File: src/rtl/result_display.sv
// Result display stage: captures the evaluator's 8-bit result on each rising edge of valid,
// converts it to three BCD digits by sequential double-dabble and drives LEDR plus HEX2..HEX0.
module result_display #(
    parameter bit INVERT_SEG = 1'b1,
    parameter bit BLANK_LZ   = 1'b1
) (
    input  logic       clk,
    input  logic       reset,
    input  logic [7:0] data_in,
    input  logic       data_valid,
    output logic [7:0] ledr,
    output logic [6:0] hex0,
    output logic [6:0] hex1,
    output logic [6:0] hex2,
    output logic       busy,
    output logic       done
);

    localparam logic [1:0] ST_IDLE   = 2'd0;
    localparam logic [1:0] ST_CONV   = 2'd1;
    localparam logic [1:0] ST_UPDATE = 2'd2;

    // Segment pattern for one digit, g..a order, blanked and polarity-adjusted.
    function automatic logic [6:0] seg_encode(input logic [3:0] digit, input logic blank);
        logic [6:0] seg_v;
        case (digit)
            4'd0:    seg_v = 7'h3F;
            4'd1:    seg_v = 7'h06;
            4'd2:    seg_v = 7'h5B;
            4'd3:    seg_v = 7'h4F;
            4'd4:    seg_v = 7'h66;
            4'd5:    seg_v = 7'h6D;
            4'd6:    seg_v = 7'h7D;
            4'd7:    seg_v = 7'h07;
            4'd8:    seg_v = 7'h7F;
            4'd9:    seg_v = 7'h6F;
            default: seg_v = 7'h00;
        endcase
        seg_v = blank ? 7'h00 : seg_v;
        return INVERT_SEG ? ~seg_v : seg_v;
    endfunction

    // One double-dabble iteration: add 3 to each BCD nibble >= 5, then shift left.
    function automatic logic [19:0] dd_step(input logic [19:0] sr);
        logic [19:0] t_v;
        t_v = sr;
        t_v[19:16] = (t_v[19:16] >= 4'd5) ? (t_v[19:16] + 4'd3) : t_v[19:16];
        t_v[15:12] = (t_v[15:12] >= 4'd5) ? (t_v[15:12] + 4'd3) : t_v[15:12];
        t_v[11:8]  = (t_v[11:8]  >= 4'd5) ? (t_v[11:8]  + 4'd3) : t_v[11:8];
        return {t_v[18:0], 1'b0};
    endfunction

    logic [1:0]  state_r;
    logic        valid_q_r;
    logic [19:0] shift_r;
    logic [2:0]  cnt_r;
    logic [7:0]  src_r;
    logic        pend_r;
    logic [7:0]  pend_data_r;

    logic        edge_s;
    logic [1:0]  state_nx_s;
    logic        load_s;
    logic [7:0]  load_data_s;
    logic        blank2_s;
    logic        blank1_s;

    assign edge_s = data_valid & ~valid_q_r;

    // Next-state and conversion-start selection; an edge in UPDATE wins over the pending slot.
    always_comb begin
        state_nx_s  = state_r;
        load_s      = 1'b0;
        load_data_s = data_in;
        case (state_r)
            ST_IDLE: begin
                if (edge_s) begin
                    load_s     = 1'b1;
                    state_nx_s = ST_CONV;
                end else begin
                    state_nx_s = ST_IDLE;
                end
            end
            ST_CONV: begin
                if (cnt_r == 3'd7) begin
                    state_nx_s = ST_UPDATE;
                end else begin
                    state_nx_s = ST_CONV;
                end
            end
            ST_UPDATE: begin
                if (edge_s) begin
                    load_s      = 1'b1;
                    load_data_s = data_in;
                    state_nx_s  = ST_CONV;
                end else if (pend_r) begin
                    load_s      = 1'b1;
                    load_data_s = pend_data_r;
                    state_nx_s  = ST_CONV;
                end else begin
                    state_nx_s = ST_IDLE;
                end
            end
            default: begin
                state_nx_s = ST_IDLE;
            end
        endcase
    end

    // Leading-zero blanking uses the final BCD nibbles present during UPDATE.
    always_comb begin
        blank2_s = BLANK_LZ && (shift_r[19:16] == 4'd0);
        blank1_s = BLANK_LZ && (shift_r[19:16] == 4'd0) && (shift_r[15:12] == 4'd0);
    end

    // Control state, edge history, busy and done.
    always_ff @(posedge clk) begin
        if (reset) begin
            state_r   <= ST_IDLE;
            valid_q_r <= 1'b0;
            busy      <= 1'b0;
            done      <= 1'b0;
        end else begin
            state_r   <= state_nx_s;
            valid_q_r <= data_valid;
            busy      <= (state_nx_s != ST_IDLE);
            done      <= (state_r == ST_UPDATE);
        end
    end

    // Conversion datapath: shift register, iteration count and captured source byte.
    always_ff @(posedge clk) begin
        if (reset) begin
            shift_r <= 20'd0;
            cnt_r   <= 3'd0;
            src_r   <= 8'd0;
        end else if (load_s) begin
            shift_r <= {12'd0, load_data_s};
            cnt_r   <= 3'd0;
            src_r   <= load_data_s;
        end else if (state_r == ST_CONV) begin
            shift_r <= dd_step(shift_r);
            cnt_r   <= cnt_r + 3'd1;
        end else begin
            shift_r <= shift_r;
            cnt_r   <= cnt_r;
        end
    end

    // Depth-one pending slot: newest edge during CONV wins, drained or bypassed in UPDATE.
    always_ff @(posedge clk) begin
        if (reset) begin
            pend_r      <= 1'b0;
            pend_data_r <= 8'd0;
        end else if ((state_r == ST_CONV) && edge_s) begin
            pend_r      <= 1'b1;
            pend_data_r <= data_in;
        end else if (state_r == ST_UPDATE) begin
            pend_r      <= 1'b0;
        end else begin
            pend_r      <= pend_r;
        end
    end

    // Display outputs change only at UPDATE.
    always_ff @(posedge clk) begin
        if (reset) begin
            ledr <= 8'h00;
            hex0 <= seg_encode(4'd0, 1'b0);
            hex1 <= seg_encode(4'd0, BLANK_LZ);
            hex2 <= seg_encode(4'd0, BLANK_LZ);
        end else if (state_r == ST_UPDATE) begin
            ledr <= src_r;
            hex0 <= seg_encode(shift_r[11:8], 1'b0);
            hex1 <= seg_encode(shift_r[15:12], blank1_s);
            hex2 <= seg_encode(shift_r[19:16], blank2_s);
        end else begin
            ledr <= ledr;
        end
    end

endmodule

File: config.mk
export PLATFORM = sky130hd
export DESIGN_NAME = result_display
export DESIGN_NICKNAME = d
export VERILOG_FILES = /design/src/rtl/result_display.sv
export SDC_FILE = /design/constraint.sdc
export NUM_CORES = 1
export LEC_CHECK = 0
export ABC_AREA = 1
export BUFFER_PORTS_ARGS = -buffer_cell sky130_fd_sc_hd__buf_2
export CAP_MARGIN = 40
export CELL_PAD_IN_SITES_DETAIL_PLACEMENT = 0
export CELL_PAD_IN_SITES_GLOBAL_PLACEMENT = 1
export CORE_ASPECT_RATIO = 0.7
export CORE_UTILIZATION = 32
export CTS_BUF_LIST = sky130_fd_sc_hd__clkbuf_8
export CTS_CLUSTER_DIAMETER = 120
export CTS_CLUSTER_SIZE = 16
export DETAILED_ROUTE_END_ITERATION = 10
export PLACE_DENSITY_LB_ADDON = 0.1
export SYNTH_ARGS = -nofsm -noshare
export SYNTH_HDL_FRONTEND = slang
export SYNTH_SLANG_ARGS = --single-unit
File: constraint.sdc
create_clock -name clk -period 2.6 [get_ports clk]
set_clock_uncertainty 0.15 [all_clocks]
set_input_delay 0.39 -clock clk [delete_from_list [all_inputs] [get_ports clk]]
set_output_delay 0.39 -clock clk [all_outputs]
set_load 0.1 [all_outputs]
==> results.py, run 1 <==
metrics = {
    "logic_synthesis": {
        "synth_top_area_share_pct": 45.1,
        "synth_nets": 593,
        "ys_seq_area_share_pct": 45.1,
        "synth_seq_cells": 95,
        "yosys_warnings": 0,
        "synth_cell_type_count": 27,
        "synth_common_cells": "136 x nand2_1, 95 x dfxtp_1, 62 x o21ai_0, 56 x inv_1, 42 x nor2_1",
        "syn_area_per_cell_sq_um": 7.60,
        "yosysMostFrequentCell": "nand2_1",
        "synth_top_cell_by_area": "dfxtp_1",
        "netlist_area_sq_um": 4220,
        "synthArstFlopShare_pct": 0,
        "syn_inst": 555,
        "synth_top_flop_cell": "dfxtp_1",
        "ys_top_cells_by_area": "dfxtp_1 45%, nand2_1 12%, ha_1 8.0%, o21ai_0 7.4%, inv_1 5.0%",
        "synth_edf_count": 0,
    },
    "place": {
        "globalplace.congestion": 0.782,
        "portBuffers": 41,
        "dp_hpwl_microns": 6900,
    },
    "sta": {
        "fmax_ghz": 0.427,
        "rsz0062_at_grt": "false",
        "tightest_slew_ns": 0.682,
        "finalSetupViolCount": 0,
        "fin_crit_sh_pct": 90.1,
        "slew_headroom_pct": 54.1,
        "slew_viol_final": 0,
        "period_needed_ns": 2.34,
        "final.setup.tns_ns": 0,
        "finalHoldViolCount": 0,
    },
    "critical_path": {
        "start_kind": "flip-flop",
        "cpPeakStageDelay_ns": 0.40,
        "cpMostUsedCell": "nand2_1",
        "critPathCaptureType": "flip-flop",
        "cp.required_ns": 2.76,
        "cp_top_family": "simple AND/OR/NAND/NOR gates",
        "cp.arrival_ns": 2.50,
        "path_buf_inv": 3,
        "path_cells": "inv_1 > ha_1 > nand2_1 > nand2_1 > nand3_1 > nand2_1 > a21oi_2 > inv_2 > ha_1 > inv_1 > nand4_1 > nand2_1 > nand2_1 > nand2_1",
        "crit_path_top_delay_cell": "dfxtp_1",
        "critPathMaxFanout": 5,
        "crit_type": "reg2reg",
    },
    "detailed_routing": {
        "wl_per_cell_microns": 12.7,
        "ant_nets": 0,
        "vias": 3458,
        "dr.pass1.iters": 9,
        "drt_wl_total_microns": 9710,
        "first_iter_violations": 174,
        "viasPerCell": 4.53,
        "drc": 2,
    },
    "pwr": {
        "ir_drop_v": 0.000385,
        "p_leak_uw": 0.00231,
        "p_per_area_nw_per_um2": 602,
    },
    "die": {
        "initial_utilization_pct": 33.4,
        "io_pins": 42,
        "rows": 34,
        "dieArea_sq_um": 13700,
        "die_x_microns": 139,
        "core_sq_um": 12600,
        "die_h_microns": 98.1,
    },
    "global_routing": {
        "grt_pass1_wl_microns": 16300,
        "grt_overflow": 0,
        "grt_pass1_vias": 3159,
        "grt_max_degree": 44,
        "gr-usage-all-layers_pct": 15.2,
        "antenna_found_initial": 0,
    },
    "layout": {
        "final_layout_size_suffix_gt1_share_pct": 15.5,
        "syn_to_final_growth_pct": 13.6,
        "final_nets": 635,
        "final_util_pct": 37.9,
        "n_antenna_cell": 0,
    },
    "outcome": {
        "status": "finished, violations left",
        "violations": "design-rule violations",
    },
    "clocking": {
        "htree_levels": 3,
        "ctsRootBufferMaster": "clkbuf_8",
        "numCtsBuffers": 9,
        "post_cts_buffers": 0,
        "clk_pin_slew_worst_paths_ns": 0.10,
        "clock_latency_ns": 0.36,
        "clkSinkCount": 95,
        "cts_hold_buf": 0,
        "cts_tree": "done",
        "post_cts_resized": 0,
        "cts.path.max_buffers": 2,
    },
    "worst_hold_path": {
        "hold_path_class": "in2reg",
    },
    "job": {
        "cap_violations": 0,
    },
}
-- power breakdown --
part | switching [uW] | internal [uW] | total [uW]
Sequential | 32.6 | 1530 | 1560
Combinational | 238 | 106 | 344
Clock | 532 | 448 | 979
-- through the flow --
step                      setup slack, ns  total power, uW  instance area (sq um)  cells  hold WS (ns)
final                               0.258             2890                   4790    763        0.0966
after global routing              0.00477             3050                   4790    763        0.0781
after CTS                           0.258             2940                   4790    763        0.0778
after detailed placement            0.273             1940                   4600    748         0.244
after global placement              0.295             1940                   4600    748         0.236
after floorplan                     0.578             1850                   4220    555         0.232
-- final cells by class --
cell class / instances / area (sq um)
repair buffers: 52 / 288
flip-flops and latches: 95 / 1900
clock buffers: 9 / 124
multi-input cells: 375 / 1960
well taps: 162 / 203
fillers: 1305 / 7840
clock inverters: 6 / 70.1
inverters: 64 / 243
-- worst paths after layout --
check	start	endpoint	slack (ns)	cells after the start
setup / recovery	shift_r[12]	flip-flop	0.26	14
setup reg to reg	shift_r[12]	flip-flop	0.26	14
hold reg to reg	flip-flop	hex0[4]	0.25	1
hold / removal	data_valid	valid_q_r	0.1	3
-- worst min-delay path, cell delays in order --
cell    delay [ns]
buf_2         0.10
inv_1         0.04
nor2_1        0.03
-- logic make-up after synthesis --
kind of cell / share of synthesized area, %
flops: 45.1
compound gates: 13.6
buf+inv: 8.39
fa+ha+maj: 8.01
xor+xnor: 0.208
simple gates: 24.7
-- metal layers --
layer | share of wire (%) | GRT usage, % | vias up
met5 | 0 | 0 | -
met3 | 2.7 | 3.63 | 7
met2 | 38 | 20.1 | 42
met1 | 58 | 23.5 | 1536
li1 | - | - | 1873
met4 | 1.1 | 4.36 | 0
-- layout by cell type, fill, tap and decap left out --
cell        synthesis  layout
clkinv_2            0       1
nand2_2             2       2
a21oi_2             6       6
nor2_2              1       1
xnor2_1             1       1
dfxtp_1            95      95
inv_1              56      56
clkbuf_8            0       9
bufinv_16           0       1
inv_2               7       7
buf_2               5      41
inv_6               0       1
buf_4               3      11
o21ai_0            62      62
a21oi_1            28      28
nand3_2             6       6
nand3_1            36      36
a211oi_1            1       1
clkinvlp_4          0       2
o22ai_1             7       7
nor2_1             42      42
nor2_4              1       1
inv_8               0       1
ha_1               27      27
o221ai_1            1       1
nand2_1           136     136
o21ai_1             2       2
nand4_1            14      14
or2_2               1       1
nand2_4             1       1
inv_4               1       1
Note: power is estimated with default switching activity, not from simulation.
==> run 2: changes to the inputs <==
Settings changed: BUFFER_PORTS_ARGS -buffer_cell sky130_fd_sc_hd__buf_2 to unset, DONT_BUFFER_PORTS set to 1.
==> run 2 against run 1 <==
  * The run still ends with design-rule violations left
  * Combinational power fell by 2%
  * Core utilization rose by 0.41 points
  * Maximum frequency fell by 0.40%
  * Count of clock-buffer cells in the layout did not move
  * Sequential share of layout area fell by 0.42 points
  * Hold slack got worse by 0.066 ns
  * Via count rose by 1.5%
  * Wire length rose by 3.6%
  * Die area did not move
  * Largest cell class unchanged
==> results.py, run 2 (synthesized netlist as in run 1, its figures left out) <==
metrics = {
    "critical_path": {
        "critPathMaxFanout": 5,
        "startpoint": "shift_r[8]",
        "cp.required_ns": 2.76,
        "rr_startpoint": "shift_r[8]",
        "cp.arrival_ns": 2.51,
        "crit_type": "reg2reg",
        "start_kind": "flip-flop",
        "critPathCaptureType": "flip-flop",
    },
    "detailed_routing": {
        "wl_per_cell_microns": 13.4,
        "drt_wl_total_microns": 10100,
        "first_iter_violations": 190,
        "wl_met2_microns": 3800,
        "dr.pass1.iters": 9,
        "drc": 1,
        "route.met3.wl_microns": 328,
        "ant_nets": 0,
        "m1WireLength_microns": 5860,
        "viasPerCell": 4.66,
        "vias": 3509,
        "topRoutingLayerUsed": "met4",
    },
    "outcome": {
        "status": "finished, violations left",
        "violations": "design-rule violations",
    },
    "global_routing": {
        "grt_pass1_wl_microns": 17100,
        "antenna_found_initial": 0,
        "grt_pass1_vias": 3224,
        "grt_overflow": 0,
        "gr-usage-all-layers_pct": 15.8,
        "grt_max_degree": 44,
    },
    "sta": {
        "period_needed_ns": 2.35,
        "slew_headroom_pct": 56.3,
        "fmax_ghz": 0.425,
        "slew_viol_final": 0,
        "final.setup.tns_ns": 0,
        "finalHoldViolCount": 0,
        "tightest_slew_ns": 0.649,
        "finalSetupViolCount": 0,
        "setup_slack_ns": 0.248,
        "rsz0062_at_grt": "false",
        "fin_crit_sh_pct": 90.5,
    },
    "clocking": {
        "cts.path.max_buffers": 2,
        "numCtsBuffers": 9,
        "clk_pin_slew_worst_paths_ns": 0.10,
        "clock_latency_ns": 0.37,
        "post_cts_buffers": 0,
        "cts_tree": "done",
        "clkSinkCount": 95,
        "ctsRootBufferMaster": "clkbuf_8",
        "htree_levels": 3,
    },
    "place": {
        "globalplace.congestion": 0.868,
        "pre_cts_ws_ns": 0.314,
        "dp_cells": 735,
        "dp_hpwl_microns": 6940,
        "portBuffers": 0,
    },
    "layout": {
        "n_antenna_cell": 0,
        "final_layout_size_suffix_gt1_share_pct": 13.5,
        "final_util_pct": 38.3,
        "final_common_cell": "nand2_1",
        "final_cell_mix": "136 x nand2_1, 95 x dfxtp_1, 62 x o21ai_0, 57 x inv_1, 42 x nor2_1",
        "syn_to_final_growth_pct": 14.8,
        "final_cells": 753,
        "final_nets": 624,
    },
    "pwr": {
        "ir_drop_v": 0.000262,
        "p_leak_uw": 0.00231,
        "p_per_area_nw_per_um2": 619,
    },
    "die": {
        "core_sq_um": 12600,
        "initial_utilization_pct": 33.4,
        "die_h_microns": 98.1,
        "dieArea_sq_um": 13700,
        "die_x_microns": 139,
        "io_pins": 42,
        "rows": 34,
    },
    "worst_hold_path": {
        "hold_path_class": "in2reg",
        "worstHoldStart": "data_in[0]",
    },
    "job": {
        "cap_violations": 0,
    },
}
==> run 2: metrics by stage <==
stage	instance area [sq um]	hold slack, ns	total power [uW]
2_1_floorplan	4220	0.232	1850
3_3_place_gp	4600	0.241	1930
3_5_place_dp	4600	0.246	1930
4_1_cts	4840	0.0147	3050
5_1_grt	4840	0.0215	3170
6_report	4840	0.0307	3000
==> run 2: area by class of cell <==
| cell class | count | area, sq um |
|---|---|---|
| fillers | 1305 | 7790 |
| well taps | 162 | 203 |
| repair buffers | 41 | 313 |
| clock inverters | 7 | 96.3 |
| inverters | 64 | 243 |
| multi-input cells | 375 | 1960 |
| flip-flops and latches | 95 | 1900 |
| clock buffers | 9 | 124 |
==> run 2: critical path, cell delays in order (launching register included) <==
cell and delay [ns]:
dfxtp_1 0.34, inv_1 0.14, ha_1 0.22, nand2_1 0.06, nand2_1 0.09, nand2_1 0.09
nand2_1 0.06, nand2_1 0.08, a21oi_2 0.25, inv_1 0.14, ha_1 0.29, inv_1 0.06
nand4_1 0.11, nand2_1 0.10, nand2_1 0.05, nand2_1 0.05
==> run 2: path summary, 6_finish.rpt <==
| path | to | slack (ns) | depth (start not counted) |
|---|---|---|---|
| worst max-delay path | flip-flop | 0.25 | 15 |
| worst min-delay path | pend_data_r[0] | 0.03 | 2 |
| worst max register to register | flip-flop | 0.25 | 15 |
| worst min register to register | hex0[0] | 0.26 | 1 |
==> run 2: routing by layer <==
| metal | vias up | GRT usage [%] |
|---|---|---|
| met5 | - | 0 |
| met4 | 0 | 4.19 |
| li1 | 1863 | - |
| met2 | 65 | 21.2 |
| met3 | 8 | 3.97 |
| met1 | 1573 | 24.4 |
==> run 2: where the power goes <==
part           switching (uW)  leakage, uW  total, uW  internal, uW
logic                     235      0.00143        336           100
registers                32.2     0.000775       1560          1530
clock network             554     0.000107       1100           544
==> run 2: repair_timing <==
| action | 4_1_cts | 5_1_grt |
|---|---|---|
| endpoints found under the hold margin | 14 | 0 |
| gates resized for setup | 0 | 0 |
| endpoints found under the setup margin | 0 | 0 |
| hold buffers | 2 | 0 |
